===== config.mk =====
export PLATFORM = sky130hd
export DESIGN_NAME = parking_lot_manager
export DESIGN_NICKNAME = d
export VERILOG_FILES = /design/src/rtl/parking_pkg.sv /design/src/rtl/parking_lot_manager_lane_arbiter.sv /design/src/rtl/parking_lot_manager.sv
export SDC_FILE = /design/constraint.sdc
export NUM_CORES = 1
export LEC_CHECK = 0
export CAP_MARGIN = 20
export CORE_MARGIN = 4
export CORE_UTILIZATION = 51
export CTS_CLUSTER_SIZE = 40
export DETAILED_ROUTE_END_ITERATION = 8
export PLACE_DENSITY_LB_ADDON = 0.08
export SYNTH_ARGS = -nofsm -noshare
export SYNTH_HDL_FRONTEND = slang
export SYNTH_HIERARCHICAL = 1
export SYNTH_SLANG_ARGS = --single-unit

===== constraint.sdc =====
create_clock -name clk -period 2.5 [get_ports clk]
set_clock_uncertainty 0.05 [all_clocks]
set_input_delay 0.5 -clock clk [delete_from_list [all_inputs] [get_ports clk]]
set_output_delay 0.5 -clock clk [all_outputs]
set_load 0.005 [all_outputs]

===== src/rtl/parking_pkg.sv =====
`timescale 1ns/1ps
// parking_pkg
// Definitions shared by the parking lot barrier manager and its arbiter:
// the FSM state encoding, the bit positions inside the one-hot grant
// vector, and the default lot geometry and barrier timing.
package parking_pkg;

    typedef enum logic [1:0] {
        IDLE  = 2'd0,
        OPEN  = 2'd1,
        CLOSE = 2'd2
    } state_t;

    localparam int GNT_EXIT = 0;
    localparam int GNT_ENT0 = 1;
    localparam int GNT_ENT1 = 2;

    localparam int DEF_CAPACITY     = 8;
    localparam int DEF_COUNT_W      = 4;
    localparam int DEF_OPEN_CYCLES  = 16;
    localparam int DEF_CLOSE_CYCLES = 4;

endpackage


===== src/rtl/parking_lot_manager_lane_arbiter.sv =====
`timescale 1ns/1ps
// lane_arbiter
// Combinational winner selection for the shared barrier.
// The exit lane has absolute priority. The two entrances are arbitrated
// round-robin, and rr_ptr selects the favoured entrance. Each lane is
// first masked by its eligibility flag.
// Ports:
//   exit_req  - exit lane request
//   exit_ok   - exit is eligible (the lot is not empty)
//   entry_req - entrance lane requests [1:0]
//   entry_ok  - entrances are eligible (the lot is not full)
//   rr_ptr    - favoured entrance when both entrances request
//   winner    - one-hot winner {ent1, ent0, exit}, or zero when no lane is eligible
module lane_arbiter
    import parking_pkg::*;
(
    input  logic       exit_req,
    input  logic       exit_ok,
    input  logic [1:0] entry_req,
    input  logic       entry_ok,
    input  logic       rr_ptr,
    output logic [2:0] winner
);

    logic [1:0] ent_elig;

    always_comb begin
        winner   = '0;
        ent_elig = entry_req & {2{entry_ok}};
        if (exit_req && exit_ok) begin
            winner[GNT_EXIT] = 1'b1;
        end else if (ent_elig == 2'b11) begin
            if (rr_ptr) winner[GNT_ENT1] = 1'b1;
            else        winner[GNT_ENT0] = 1'b1;
        end else if (ent_elig[0]) begin
            winner[GNT_ENT0] = 1'b1;
        end else if (ent_elig[1]) begin
            winner[GNT_ENT1] = 1'b1;
        end
    end

endmodule


===== src/rtl/parking_lot_manager.sv =====
`timescale 1ns/1ps
// parking_lot_manager
// Drives one barrier that is shared by two entrance lanes and one exit lane.
// The sequence is: arbitrate, open the barrier for the winner, wait for
// car_passed or a timeout, adjust the free-space count, then hold a
// closing guard interval before the next grant. All outputs are registered.
// Ports:
//   clk, reset_n  - clock and asynchronous active-low reset
//   entry_req[1:0]- level requests from the entrances (held until granted)
//   exit_req      - level request from the exit (held until granted)
//   car_passed    - one-cycle pulse from the barrier loop sensor
//   grant[2:0]    - one-hot grant {ent1, ent0, exit}
//   barrier_open  - barrier actuator drive
//   free_count    - number of free spaces
//   lot_full      - high when free_count == 0
//   timeout       - one-cycle pulse when the open window expires without a pass
module parking_lot_manager
    import parking_pkg::*;
#(
    parameter int CAPACITY     = DEF_CAPACITY,
    parameter int COUNT_W      = DEF_COUNT_W,
    parameter int OPEN_CYCLES  = DEF_OPEN_CYCLES,
    parameter int CLOSE_CYCLES = DEF_CLOSE_CYCLES
)(
    input  logic               clk,
    input  logic               reset_n,
    input  logic [1:0]         entry_req,
    input  logic               exit_req,
    input  logic               car_passed,
    output logic [2:0]         grant,
    output logic               barrier_open,
    output logic [COUNT_W-1:0] free_count,
    output logic               lot_full,
    output logic               timeout
);

    // One counter serves as the open-window timer and as the close guard.
    localparam int TMR_MAX = (OPEN_CYCLES > CLOSE_CYCLES) ? OPEN_CYCLES : CLOSE_CYCLES;
    localparam int TMR_W   = (TMR_MAX > 2) ? $clog2(TMR_MAX) : 1;

    localparam logic [COUNT_W-1:0] CAP_C      = COUNT_W'(CAPACITY);
    localparam logic [TMR_W-1:0]   OPEN_LAST  = TMR_W'(OPEN_CYCLES - 1);
    localparam logic [TMR_W-1:0]   CLOSE_LAST = TMR_W'(CLOSE_CYCLES - 1);

    state_t             state, state_d;
    logic [TMR_W-1:0]   timer, timer_d;
    logic               rr_ptr, rr_d;
    logic [2:0]         grant_d, winner;
    logic               barrier_d, timeout_d, lot_full_d;
    logic [COUNT_W-1:0] free_d;

    function automatic logic [COUNT_W-1:0] sat_inc(input logic [COUNT_W-1:0] v);
        return (v >= CAP_C) ? CAP_C : v + 1'b1;
    endfunction

    function automatic logic [COUNT_W-1:0] sat_dec(input logic [COUNT_W-1:0] v);
        return (v == '0) ? '0 : v - 1'b1;
    endfunction

    lane_arbiter u_arb (
        .exit_req  (exit_req),
        .exit_ok   (free_count < CAP_C),
        .entry_req (entry_req),
        .entry_ok  (free_count != '0),
        .rr_ptr    (rr_ptr),
        .winner    (winner)
    );

    always_ff @(posedge clk or negedge reset_n) begin
        if (!reset_n) begin
            state        <= IDLE;
            timer        <= '0;
            rr_ptr       <= 1'b0;
            grant        <= '0;
            barrier_open <= 1'b0;
            timeout      <= 1'b0;
            free_count   <= CAP_C;
            lot_full     <= 1'b0;
        end else begin
            state        <= state_d;
            timer        <= timer_d;
            rr_ptr       <= rr_d;
            grant        <= grant_d;
            barrier_open <= barrier_d;
            timeout      <= timeout_d;
            free_count   <= free_d;
            lot_full     <= lot_full_d;
        end
    end

    always_comb begin
        state_d   = state;
        timer_d   = timer;
        rr_d      = rr_ptr;
        grant_d   = grant;
        barrier_d = barrier_open;
        timeout_d = 1'b0;
        free_d    = free_count;

        case (state)
            IDLE: begin
                timer_d = '0;
                if (winner != '0) begin
                    state_d   = OPEN;
                    grant_d   = winner;
                    barrier_d = 1'b1;
                    // Move the round-robin pointer past the entrance that was served.
                    if (winner[GNT_ENT0])      rr_d = 1'b1;
                    else if (winner[GNT_ENT1]) rr_d = 1'b0;
                end
            end
            OPEN: begin
                // A pass on the last timer cycle takes precedence over the timeout.
                if (car_passed || timer == OPEN_LAST) begin
                    state_d   = CLOSE;
                    timer_d   = '0;
                    grant_d   = '0;
                    barrier_d = 1'b0;
                    if (car_passed) begin
                        if (grant[GNT_EXIT]) free_d = sat_inc(free_count);
                        else                 free_d = sat_dec(free_count);
                    end else begin
                        timeout_d = 1'b1;
                    end
                end else begin
                    timer_d = timer + 1'b1;
                end
            end
            CLOSE: begin
                grant_d   = '0;
                barrier_d = 1'b0;
                if (timer == CLOSE_LAST) begin
                    state_d = IDLE;
                    timer_d = '0;
                end else begin
                    timer_d = timer + 1'b1;
                end
            end
            default: begin
                state_d   = IDLE;
                timer_d   = '0;
                grant_d   = '0;
                barrier_d = 1'b0;
            end
        endcase

        lot_full_d = (free_d == '0);
    end

endmodule


==> impl_metrics.prom <==
# TYPE chip_impl_metric gauge
chip_impl_info{name="outcome",value="finished, final reports clean"} 1
chip_impl_metric{name="p_sw",unit="mW"} 0.493
chip_impl_metric{name="fp.dieH",unit="um"} 51.2
chip_impl_metric{name="power.static_leakage",unit="nW"} 0.519
chip_impl_metric{name="drc_violation_count_after_routing",unit=""} 0
chip_impl_metric{name="cts.path.max_buffers",unit=""} 2
chip_impl_metric{name="floorplan.die.width",unit="um"} 51.2
chip_impl_metric{name="synthesis.instances",unit=""} 92
chip_impl_info{name="synthTopCellsByArea",value="sky130_fd_sc_hd__dfrtp_1 (42%), sky130_fd_sc_hd__ha_1 (7.9%), sky130_fd_sc_hd__nand2_1 (4.7%), sky130_fd_sc_hd__nor2_1 (3.9%), sky130_fd_sc_hd__mux2_4 (3.2%)"} 1
chip_impl_metric{name="rows",unit=""} 15
chip_impl_metric{name="layout_worst_path_cycle_share",unit=""} 0.910
chip_impl_metric{name="final_max_slew_violation_count",unit=""} 0
chip_impl_metric{name="seq_power_share",unit=""} 0.373
chip_impl_metric{name="ys.warnings.count",unit=""} 6
chip_impl_metric{name="power_per_cell_area",unit="mW/mm^2"} 1130
chip_impl_info{name="synth_top_flop_cell",value="sky130_fd_sc_hd__dfrtp_1"} 1
chip_impl_metric{name="wire_length_of_the_first_global_routing_pass",unit="mm"} 3.03
chip_impl_metric{name="final_hold_viol_count",unit=""} 0
chip_impl_info{name="worst_hold_path_type",value="reg -> reg"} 1
chip_impl_metric{name="max_slew.worst_pin.slew",unit="ns"} 0.752
chip_impl_metric{name="design.final.nets",unit=""} 124
chip_impl_info{name="tritoncts",value="done"} 1
chip_impl_info{name="timing_worst_setup_path_type",value="reg -> reg"} 1
chip_impl_metric{name="vias_per_cell",unit=""} 5.15
chip_impl_metric{name="timing.critical_path.fanout_max",unit=""} 7
chip_impl_metric{name="grt_util_all_layers",unit=""} 0.150
chip_impl_metric{name="rr_worst_depth",unit=""} 9
chip_impl_metric{name="post-route-util",unit=""} 0.662
chip_impl_metric{name="synth_cell_types",unit=""} 37
chip_impl_metric{name="dp_hpwl",unit="mm"} 1.35
chip_impl_metric{name="gpl.final_weighted_congestion",unit=""} 0.741
chip_impl_info{name="setup.worst_path.start_class",value="register"} 1
chip_impl_metric{name="power_frac_clock",unit=""} 0.105
chip_impl_metric{name="synth_async_sr_flop_share",unit=""} 1.00
chip_impl_metric{name="portion_of_synthesized_cell_area_occupied_by_the_leading_cell_type",unit=""} 0.420
chip_impl_info{name="critical_path.endpoint_type",value="register"} 1
chip_impl_metric{name="grt_start_max_net_pins",unit=""} 18
chip_impl_metric{name="worst_slew_margin_rel",unit=""} 0.497
chip_impl_metric{name="drtPass1Iterations",unit=""} 4
chip_impl_metric{name="clock_latency",unit="ns"} 0.28
chip_impl_metric{name="finalWirelength",unit="mm"} 1.70
chip_impl_metric{name="netlist_area",unit="um^2"} 952
chip_impl_metric{name="timing.fmax",unit="MHz"} 440
chip_impl_metric{name="cts-resized-gates",unit=""} 0
chip_impl_metric{name="antenna_left",unit=""} 0
chip_impl_metric{name="overflow",unit=""} 0
chip_impl_metric{name="cts.reportedPaths.clkPinSlew",unit="ns"} 0.09
chip_impl_metric{name="post-cts-setup-buffers",unit=""} 0
chip_impl_metric{name="antenna_cells",unit=""} 0
chip_impl_metric{name="drive_above_1_share",unit=""} 0.171
chip_impl_metric{name="cellInternalPower",unit="mW"} 0.817
chip_impl_metric{name="synth_nets",unit=""} 104
chip_impl_metric{name="cts-htree-levels",unit=""} 1
chip_impl_metric{name="synth_enable_flop_cells",unit=""} 0
chip_impl_metric{name="final.fill_count",unit=""} 144
chip_impl_metric{name="drv_cap",unit=""} 0
chip_impl_metric{name="synth-seq-area-share",unit=""} 0.448
chip_impl_metric{name="antenna_violations_before_repair",unit=""} 0
chip_impl_metric{name="initial_utilization",unit=""} 0.546
chip_impl_info{name="grt_setup_unrepaired",value="false"} 1
chip_impl_metric{name="max-vdd-ir-drop",unit="mV"} 0.612
chip_impl_metric{name="wl_per_cell",unit="um"} 12.5
chip_impl_metric{name="seq_cells_post_synth",unit=""} 17
chip_impl_info{name="clock_tree.root_cell",value="sky130_fd_sc_hd__clkbuf_4"} 1
chip_impl_info{name="synthDominantAreaCellType",value="sky130_fd_sc_hd__dfrtp_1"} 1
chip_impl_metric{name="port_buffers",unit=""} 15
chip_impl_metric{name="final_period_minus_worst_setup_slack",unit="ns"} 2.27
chip_impl_metric{name="tns",unit="ns"} 0
chip_impl_metric{name="detailedRoute.firstIterationViolations",unit=""} 11
chip_impl_metric{name="die_area",unit="mm^2"} 0.00262
chip_impl_metric{name="comb_power_share",unit=""} 0.522
chip_impl_metric{name="critical_path_required",unit="ns"} 2.62
chip_impl_metric{name="synthesis.area_per_instance",unit="um^2"} 10.3
chip_impl_metric{name="cts-buffers-inserted",unit=""} 3
chip_impl_metric{name="area_delta_synth_final",unit="%"} 21.4
chip_impl_metric{name="arrival",unit="ns"} 2.39
chip_impl_metric{name="cts_hold_buf",unit=""} 0
chip_impl_metric{name="dr_total_vias",unit=""} 700
chip_impl_metric{name="p_sw_frac",unit=""} 0.376
chip_impl_metric{name="grt_pass1_vias",unit=""} 725
chip_impl_metric{name="clock-sinks",unit=""} 17
chip_impl_metric{name="core_region_area",unit="mm^2"} 0.00175
chip_impl_metric{name="worstHoldPathCells",unit=""} 1
chip_impl_metric{name="num_io_pins",unit=""} 16
chip_impl_metric{name="setup_viol_count_final",unit=""} 0
-- through the flow --
step,instance area (um^2),total power [mW],hold slack (ns),setup slack [ns],std cells
2_1_floorplan,952,0.949,0.154,0.229,92
3_3_place_gp,1130,1.16,0.408,0.0736,132
3_5_place_dp,1130,1.18,0.416,0.0502,132
4_1_cts,1160,1.33,0.427,0.222,136
5_1_grt,1160,1.42,0.454,0.118,136
6_report,1160,1.31,0.418,0.226,136
-- synthesized netlist by cell type (2+ instances only) --
library cell	instances
sky130_fd_sc_hd__and3_1	3
sky130_fd_sc_hd__dfrtp_1	16
sky130_fd_sc_hd__ha_1	6
sky130_fd_sc_hd__inv_1	6
sky130_fd_sc_hd__mux2_4	2
sky130_fd_sc_hd__nand2_1	12
sky130_fd_sc_hd__nand2b_1	2
sky130_fd_sc_hd__nand3_1	2
sky130_fd_sc_hd__nor2_1	10
sky130_fd_sc_hd__o21ai_0	4
sky130_fd_sc_hd__o21ai_2	2
sky130_fd_sc_hd__o31ai_1	2
-- final cells by class --
type / instances / area, um^2 / share of cell area
well taps: 25 / 31.3 / 0.0271
flip-flops and latches: 17 / 427 / 0.369
clock buffers: 4 / 26.3 / 0.0227
inverters: 6 / 22.5 / 0.0195
repair buffers: 17 / 165 / 0.143
multi-input cells: 67 / 484 / 0.419
-- kinds of logic (layout without fill, tap and decap cells) --
kind of cell | after synthesis | after routing | synth area share
buffers and inverters | 8 | 27 | 0.0434
adder cells (fa/ha/maj) | 6 | 6 | 0.0788
multiplexers | 3 | 3 | 0.0434
XOR/XNOR | 2 | 2 | 0.0184
AND/OR/NAND/NOR | 38 | 38 | 0.217
AO/OA/AOI/OAI | 18 | 18 | 0.151
flip-flops | 17 | 17 | 0.448
-- layer usage --
layer  track usage  part of all wire  up-vias
met5             0                 0        -
met3        0.0292             0.044        2
met1         0.193              0.47      325
met4        0.0524            0.0077        0
li1              -                 -      362
met2         0.251              0.47       11
-- critical path: stages (launching register included) --
cell and delay [ns]:
sky130_fd_sc_hd__dfrtp_1 0.44, sky130_fd_sc_hd__inv_1 0.10, sky130_fd_sc_hd__ha_1 0.16, sky130_fd_sc_hd__nand2_1 0.05, sky130_fd_sc_hd__a21boi_2 0.15, sky130_fd_sc_hd__and3_1 0.18
sky130_fd_sc_hd__or4b_4 0.55, sky130_fd_sc_hd__o21ai_4 0.12, sky130_fd_sc_hd__nor2_2 0.08, sky130_fd_sc_hd__mux2_4 0.30
-- flip-flops by register name, summed over array words and instances, names as in the netlist --
register,cells
grant,3
lot_full,1
free_count,4
timeout,1
state,2
timer,4
rr_ptr,1
barrier_open,1
-- power by group through the flow --
| stage | Clock, mW | Sequential (mW) | Combinational, mW |
|---|---|---|---|
| finish | 0.137 | 0.488 | 0.684 |
| global route | 0.158 | 0.505 | 0.757 |
| CTS | 0.148 | 0.488 | 0.691 |
| detailed placement | 0 | 0.492 | 0.692 |
| global placement | 0 | 0.489 | 0.670 |
| floorplan | 0 | 0.458 | 0.491 |
-- cell usage in the layout (no fill, tap or decap), types with 2 or more instances in the layout --
cell and instances:
sky130_fd_sc_hd__and3_1 3, sky130_fd_sc_hd__buf_4 2, sky130_fd_sc_hd__clkbuf_4 3, sky130_fd_sc_hd__clkdlybuf4s50_1 15, sky130_fd_sc_hd__dfrtp_1 16, sky130_fd_sc_hd__ha_1 6, sky130_fd_sc_hd__inv_1 6, sky130_fd_sc_hd__mux2_4 2
sky130_fd_sc_hd__nand2_1 12, sky130_fd_sc_hd__nand2b_1 2, sky130_fd_sc_hd__nand3_1 2, sky130_fd_sc_hd__nor2_1 10, sky130_fd_sc_hd__o21ai_0 4, sky130_fd_sc_hd__o21ai_2 2, sky130_fd_sc_hd__o31ai_1 2
-- path summary, 6_finish.rpt --
kind,start,to,slack [ns]
max,free_count[1],state[1],0.23
min,timer[0],timer[0],0.42
max reg2reg,free_count[1],state[1],0.23
min reg2reg,timer[0],timer[0],0.42
max in group asynchronous,reset_n,timeout,1.32
min in group asynchronous,reset_n,barrier_open,0.61
Note: power is estimated with default switching activity, not from simulation.
==> RTL edit 1, RTL diff (config.mk and constraints unchanged) <==
Set the package constant `DEF_OPEN_CYCLES` to 32 (it was 16).
--- a/src/rtl/parking_pkg.sv
+++ b/src/rtl/parking_pkg.sv
@@ -17,7 +17,7 @@
 
     localparam int DEF_CAPACITY     = 8;
     localparam int DEF_COUNT_W      = 4;
-    localparam int DEF_OPEN_CYCLES  = 16;
+    localparam int DEF_OPEN_CYCLES  = 32;
     localparam int DEF_CLOSE_CYCLES = 4;
 
 endpackage
Function: no difference found for any inputs over 10 cycles, from zero or initial values and one cycle with reset_n low; that may be too few to reach the edited logic, so the function may still have changed.
==> RTL edit 1 against the original RTL <==
- wire length up 9.7%
- sequential cell count increased by 1
- worst setup slack improved by 71 ps
- area after synthesis is 3.9% higher
- total power up 3.6%
- final area grew 4.3%
- clock power increased by 32%
- critical endpoint unchanged
- largest cell class unchanged
==> RTL edit 1: results (changes against the original RTL) <==
| Metric | Value |
|---|---|
| Status | finished, final reports clean |
| Layout Nets | 128 (+3.2%) |
| List of most frequent post-synthesis cells | dfrtp_1 (17), nand2_1 (10), ha_1 (7), inv_1 (7), nor2_1 (7) |
| Worst Hold Class | reg -> reg |
| Fill count | 142 (-1.4%) |
| Syn Inst Count | 95 (+3.3%) |
| Critical path origin | free_count[0]$_DFF_PN0_ |
| Post-CTS Setup Repair Bufs | 0 (unchanged) |
| Largest net degree at the start of global routing | 19 (+1) |
| Worst path slowest cell | dfrtp_1 |
| # diodes | 0 (unchanged) |
| Reg2Reg Setup Slack | 300 ps (+70 ps) |
| Antenna violations before repair | 0 (unchanged) |
| WP data arrival | 2340 ps (-50 ps) |
| Top Family by Delay on Critical Path | compound AO/OA/AOI/OAI gates |
| Sw power | 0.527 mW (+6.9%) |
| Largest regs | timer (5), free_count (4), grant (3) |
| Placed wire-length estimate | 1.44 mm (+6.8%) |
| Placer Congestion | 0.796 (+7.5%) |
| Drt wl/cell | 13.4 µm (+7.3%) |
| First-pass GRT wire length | 3.09 mm (+2.0%) |
| Total Routing Usage GR | 0.159 (+0.00920) |
| DR iter-0 viols | 11 (unchanged) |
| Peak supply drop | 0.608 mV (-0.67%) |
| PortBufs | 15 (unchanged) |
| Worst-path clk slew | 110 ps (+20 ps) |
| DRT Pass-1 Iters | 4 (unchanged) |
| Yosys synthesis warning count | 6 (unchanged) |
| Pleak | 0.564 nW (+8.5%) |
| Vias | 745 (+6.4%) |
| Worst-Skew Late Latency | roughly 290 ps |
| Place WS | 269 ps (+218 ps) |
| Buffer type at the clock tree root | clkbuf_4 |
| Register area share after synthesis | 0.456 (+0.00829) |
| Fraction of registers with async set/reset | 1.00 (unchanged) |
| Crit Path Max Fanout | 7 (unchanged) |
| Placed instance count | 135 (+2.3%) |
| Fraction of layout cells with a size suffix above 1 | 0.149 (-0.0220) |
| Count of unique library cells instantiated by Yosys | 41 (+11%) |
| Reg2reg path depth | 8 (-1) |
| Clk buf depth | 2 (unchanged) |
| Cell area after layout | 0.00121 mm² (+4.3%) |
| Syn Nets | 108 (+3.8%) |
| Largest cells by area after synthesis | dfrtp_1 (43%), ha_1 (8.8%), nand2_1 (3.8%) |
| Crit-path max cell delay | 460 ps (-90 ps) |
| CTS H-tree depth | 1 (unchanged) |
| Critical path class | reg -> reg |
| WL final | 1.86 mm (+9.7%) |
| R2r endpoint | state[1]$_DFFE_PN0P_ |
| Post-route minimum period | 2200 ps (-70.5 ps) |
| Actual slew at the worst max-slew pin | 491 ps (-261 ps) |
| Post-CTS Resized | 0 (unchanged) |
| Vias in the first global route | 715 (-1.4%) |
-- RTL edit 1: cell type report --
class                      count  share of cell area
clock buffer                   4              0.0301
tap                           25              0.0259
inverter                       9              0.0280
timing repair buffer          17               0.137
sequential                    18               0.374
multi-input combinational     66               0.405
-- RTL edit 1: how the worst min path moves through the flow --
stage,slack (ps),from,depth (start not counted),to
3_5_place_dp,420,barrier_open$_DFFE_PN0P_,2,barrier_open$_DFFE_PN0P_
2_1_floorplan,150,reset_n,0,barrier_open$_DFFE_PN0P_
4_1_cts,430,timer[0]$_DFF_PN0_,1,timer[0]$_DFF_PN0_
6_report,430,timer[0]$_DFF_PN0_,1,timer[0]$_DFF_PN0_
5_1_grt,460,timer[0]$_DFF_PN0_,1,timer[0]$_DFF_PN0_
3_3_place_gp,400,timer[0]$_DFF_PN0_,1,timer[0]$_DFF_PN0_
-- RTL edit 1: power groups by stage --
| stage | clock network, mW | registers (mW) | logic [mW] |
|---|---|---|---|
| after global placement | 0 | 0.504 | 0.656 |
| after detailed placement | 0 | 0.509 | 0.675 |
| after global routing | 0.204 | 0.527 | 0.744 |
| after CTS | 0.187 | 0.502 | 0.680 |
| final | 0.181 | 0.506 | 0.670 |
| after floorplan | 0 | 0.470 | 0.480 |
-- RTL edit 1: kinds of logic after synthesis --
kind of cell,synth area share
simple gates,0.209
fa+ha+maj,0.0885
buf+inv,0.0506
xor+xnor,0.00885
compound gates,0.166
mux,0.0215
flops,0.456
-- RTL edit 1: worst reg2reg max path, stage by stage (launching register included) --
cell and delay (ps):
dfrtp_1 460, inv_1 90, ha_1 270, nand2_1 80, a21boi_2 160, and3_1 220
o41ai_4 380, nor2_2 80, mux2_1 310
-- RTL edit 1: per-layer routing --
layer / global-route usage / part of all wire
met2: 0.280 / 0.51
met4: 0.0917 / 0.021
met3: 0.0430 / 0.050
met1: 0.168 / 0.42
met5: 0 / 0
==> RTL edit 2, RTL diff (config.mk and constraints unchanged) <==
Made on the original files. Register the output `free_count` once more, cleared by the reset; this adds one clock of latency there. The other outputs are not delayed to match.
--- a/src/rtl/parking_lot_manager.sv
+++ b/src/rtl/parking_lot_manager.sv
@@ -42,6 +42,8 @@
     localparam logic [TMR_W-1:0]   OPEN_LAST  = TMR_W'(OPEN_CYCLES - 1);
     localparam logic [TMR_W-1:0]   CLOSE_LAST = TMR_W'(CLOSE_CYCLES - 1);
 
+    logic [COUNT_W-1:0] free_count_s0;
+
     state_t             state, state_d;
     logic [TMR_W-1:0]   timer, timer_d;
     logic               rr_ptr, rr_d;
@@ -59,9 +61,9 @@
 
     lane_arbiter u_arb (
         .exit_req  (exit_req),
-        .exit_ok   (free_count < CAP_C),
+        .exit_ok   (free_count_s0 < CAP_C),
         .entry_req (entry_req),
-        .entry_ok  (free_count != '0),
+        .entry_ok  (free_count_s0 != '0),
         .rr_ptr    (rr_ptr),
         .winner    (winner)
     );
@@ -74,7 +76,7 @@
             grant        <= '0;
             barrier_open <= 1'b0;
             timeout      <= 1'b0;
-            free_count   <= CAP_C;
+            free_count_s0 <= CAP_C;
             lot_full     <= 1'b0;
         end else begin
             state        <= state_d;
@@ -83,7 +85,7 @@
             grant        <= grant_d;
             barrier_open <= barrier_d;
             timeout      <= timeout_d;
-            free_count   <= free_d;
+            free_count_s0 <= free_d;
             lot_full     <= lot_full_d;
         end
     end
@@ -95,7 +97,7 @@
         grant_d   = grant;
         barrier_d = barrier_open;
         timeout_d = 1'b0;
-        free_d    = free_count;
+        free_d    = free_count_s0;
 
         case (state)
             IDLE: begin
@@ -117,8 +119,8 @@
                     grant_d   = '0;
                     barrier_d = 1'b0;
                     if (car_passed) begin
-                        if (grant[GNT_EXIT]) free_d = sat_inc(free_count);
-                        else                 free_d = sat_dec(free_count);
+                        if (grant[GNT_EXIT]) free_d = sat_inc(free_count_s0);
+                        else                 free_d = sat_dec(free_count_s0);
                     end else begin
                         timeout_d = 1'b1;
                     end
@@ -147,5 +149,13 @@
         lot_full_d = (free_d == '0);
     end
 
+    always_ff @(posedge clk or negedge reset_n) begin
+        if (!reset_n) begin
+            free_count <= '0;
+        end else begin
+            free_count <= free_count_s0;
+        end
+    end
+
 endmodule
 
Behaviour: not the same (Yosys sat finds a counterexample within 4 cycles, from zero or initial values and one cycle with reset_n low).
==> RTL edit 2 against the original RTL <==
- sequential cell count increased by 4
- area after synthesis increased by 11%
- worst hold slack improved by 5.7 ps
- final area increased by 11%
- cell count increased by 6.6%
- wire length increased by 7.3%
- total power increased by 11%
- global-route usage increased by 0.86 points
- synthesized cell count increased by 4.3%
- worst setup slack improved by 58 ps
- critical path depth unchanged
- largest cell class is now sequential cells
- highest routed layer unchanged
==> RTL edit 2: results (changes against the original RTL) <==
| Metric | Value |
|---|---|
| Status | finished, final reports clean |
| Peak supply drop | 0.557 mV (-8.9%) |
| Worst-Skew Late Latency | 300 ps (+20 ps) |
| Placer Congestion | 0.734 (-0.96%) |
| Place WS | 37.4 ps (-12.8 ps) |
| Layout Nets | 131 (+5.6%) |
| Post-route met1 wirelength | 869 µm (+7.7%) |
| Vias in the first global route | 723 (-0.28%) |
| Largest regs | free_count (4), free_count_s0 (4), timer (4) |
| Placed instance count | 141 (+6.8%) |
| Register area share after synthesis | 0.501 (+0.0525) |
| Syn Nets | 108 (+3.8%) |
| Adder-Cell Fraction of Synth Area | 0.0713 (-0.00750) |
| List of most frequent post-synthesis cells | dfrtp_1 (20), nand2_1 (12), nor2_1 (10) |
| Largest cells by area after synthesis | dfrtp_1 (48%), ha_1 (7.1%), nand2_1 (4.3%) |
| Avg Cell Area, Syn | 11.0 µm² (+5.9%) |
| Worst-path clk slew | 110 ps (+20 ps) |
| DR iter-0 viols | 3 (-8) |
| Largest net degree at the start of global routing | 22 (+4) |
| Mux share of post-synthesis cell area | 0.0392 (-0.00412) |
| Fill count | 170 (+18%) |
| Actual slew at the worst max-slew pin | 440 ps (-312 ps) |
| WP data arrival | 2370 ps (-20 ps) |
| Total Routing Usage GR | 0.159 (+0.00855) |
| Synth Area in XOR/XNOR | 0.0166 (-0.00175) |
| Average vias per placed instance | 5.36 (+4.1%) |
==> RTL edit 2: cell types whose count changed after synthesis <==
cell,unedited run,this run
dfrtp_1,16,20
==> RTL edit 2: worst paths after layout <==
kind                                            start                    endpoint  slack [ps]  cells after the start
setup / recovery           free_count_s0[1]$_DFF_PN0_        state[1]$_DFFE_PN0P_         280                      9
hold / removal                     timer[0]$_DFF_PN0_          timer[0]$_DFF_PN0_         420                      1
setup reg to reg           free_count_s0[1]$_DFF_PN0_        state[1]$_DFFE_PN0P_         280                      9
hold reg to reg                    timer[0]$_DFF_PN0_          timer[0]$_DFF_PN0_         420                      1
max in group asynchronous                     reset_n  free_count_s0[3]$_DFF_PN1_        1660                      2
min in group asynchronous                     reset_n    barrier_open$_DFFE_PN0P_         470                      2
==> RTL edit 2: cells by family after synthesis <==
| group | count (synthesis) |
|---|---|
| fa+ha+maj | 6 |
| buf+inv | 8 |
| xor+xnor | 2 |
| simple gates | 38 |
| compound gates | 18 |
| flops | 21 |
| mux | 3 |
==> RTL edit 2: layout make-up <==
cell class                      count  share of cell area
Multi-Input combinational cell     67               0.378
Clock inverter                      1             0.00390
Timing Repair Buffer               20               0.146
Inverter                            6              0.0176
Clock buffer                        3              0.0176
Tap cell                           27              0.0263
Sequential cell                    21               0.411
==> RTL edit 2: power breakdown <==
| part | total [mW] | switching (mW) | internal, mW |
|---|---|---|---|
| sequential | 0.568 | 0.0984 | 0.470 |
| combinational | 0.720 | 0.328 | 0.392 |
| clock | 0.160 | 0.100 | 0.0597 |
==> RTL edit 2: layer usage <==
| metal | GRT usage | up-vias |
|---|---|---|
| li1 | - | 378 |
| met1 | 0.200 | 379 |
| met2 | 0.237 | 16 |
| met3 | 0.0451 | 4 |
| met4 | 0.0979 | 0 |
| met5 | 0 | - |
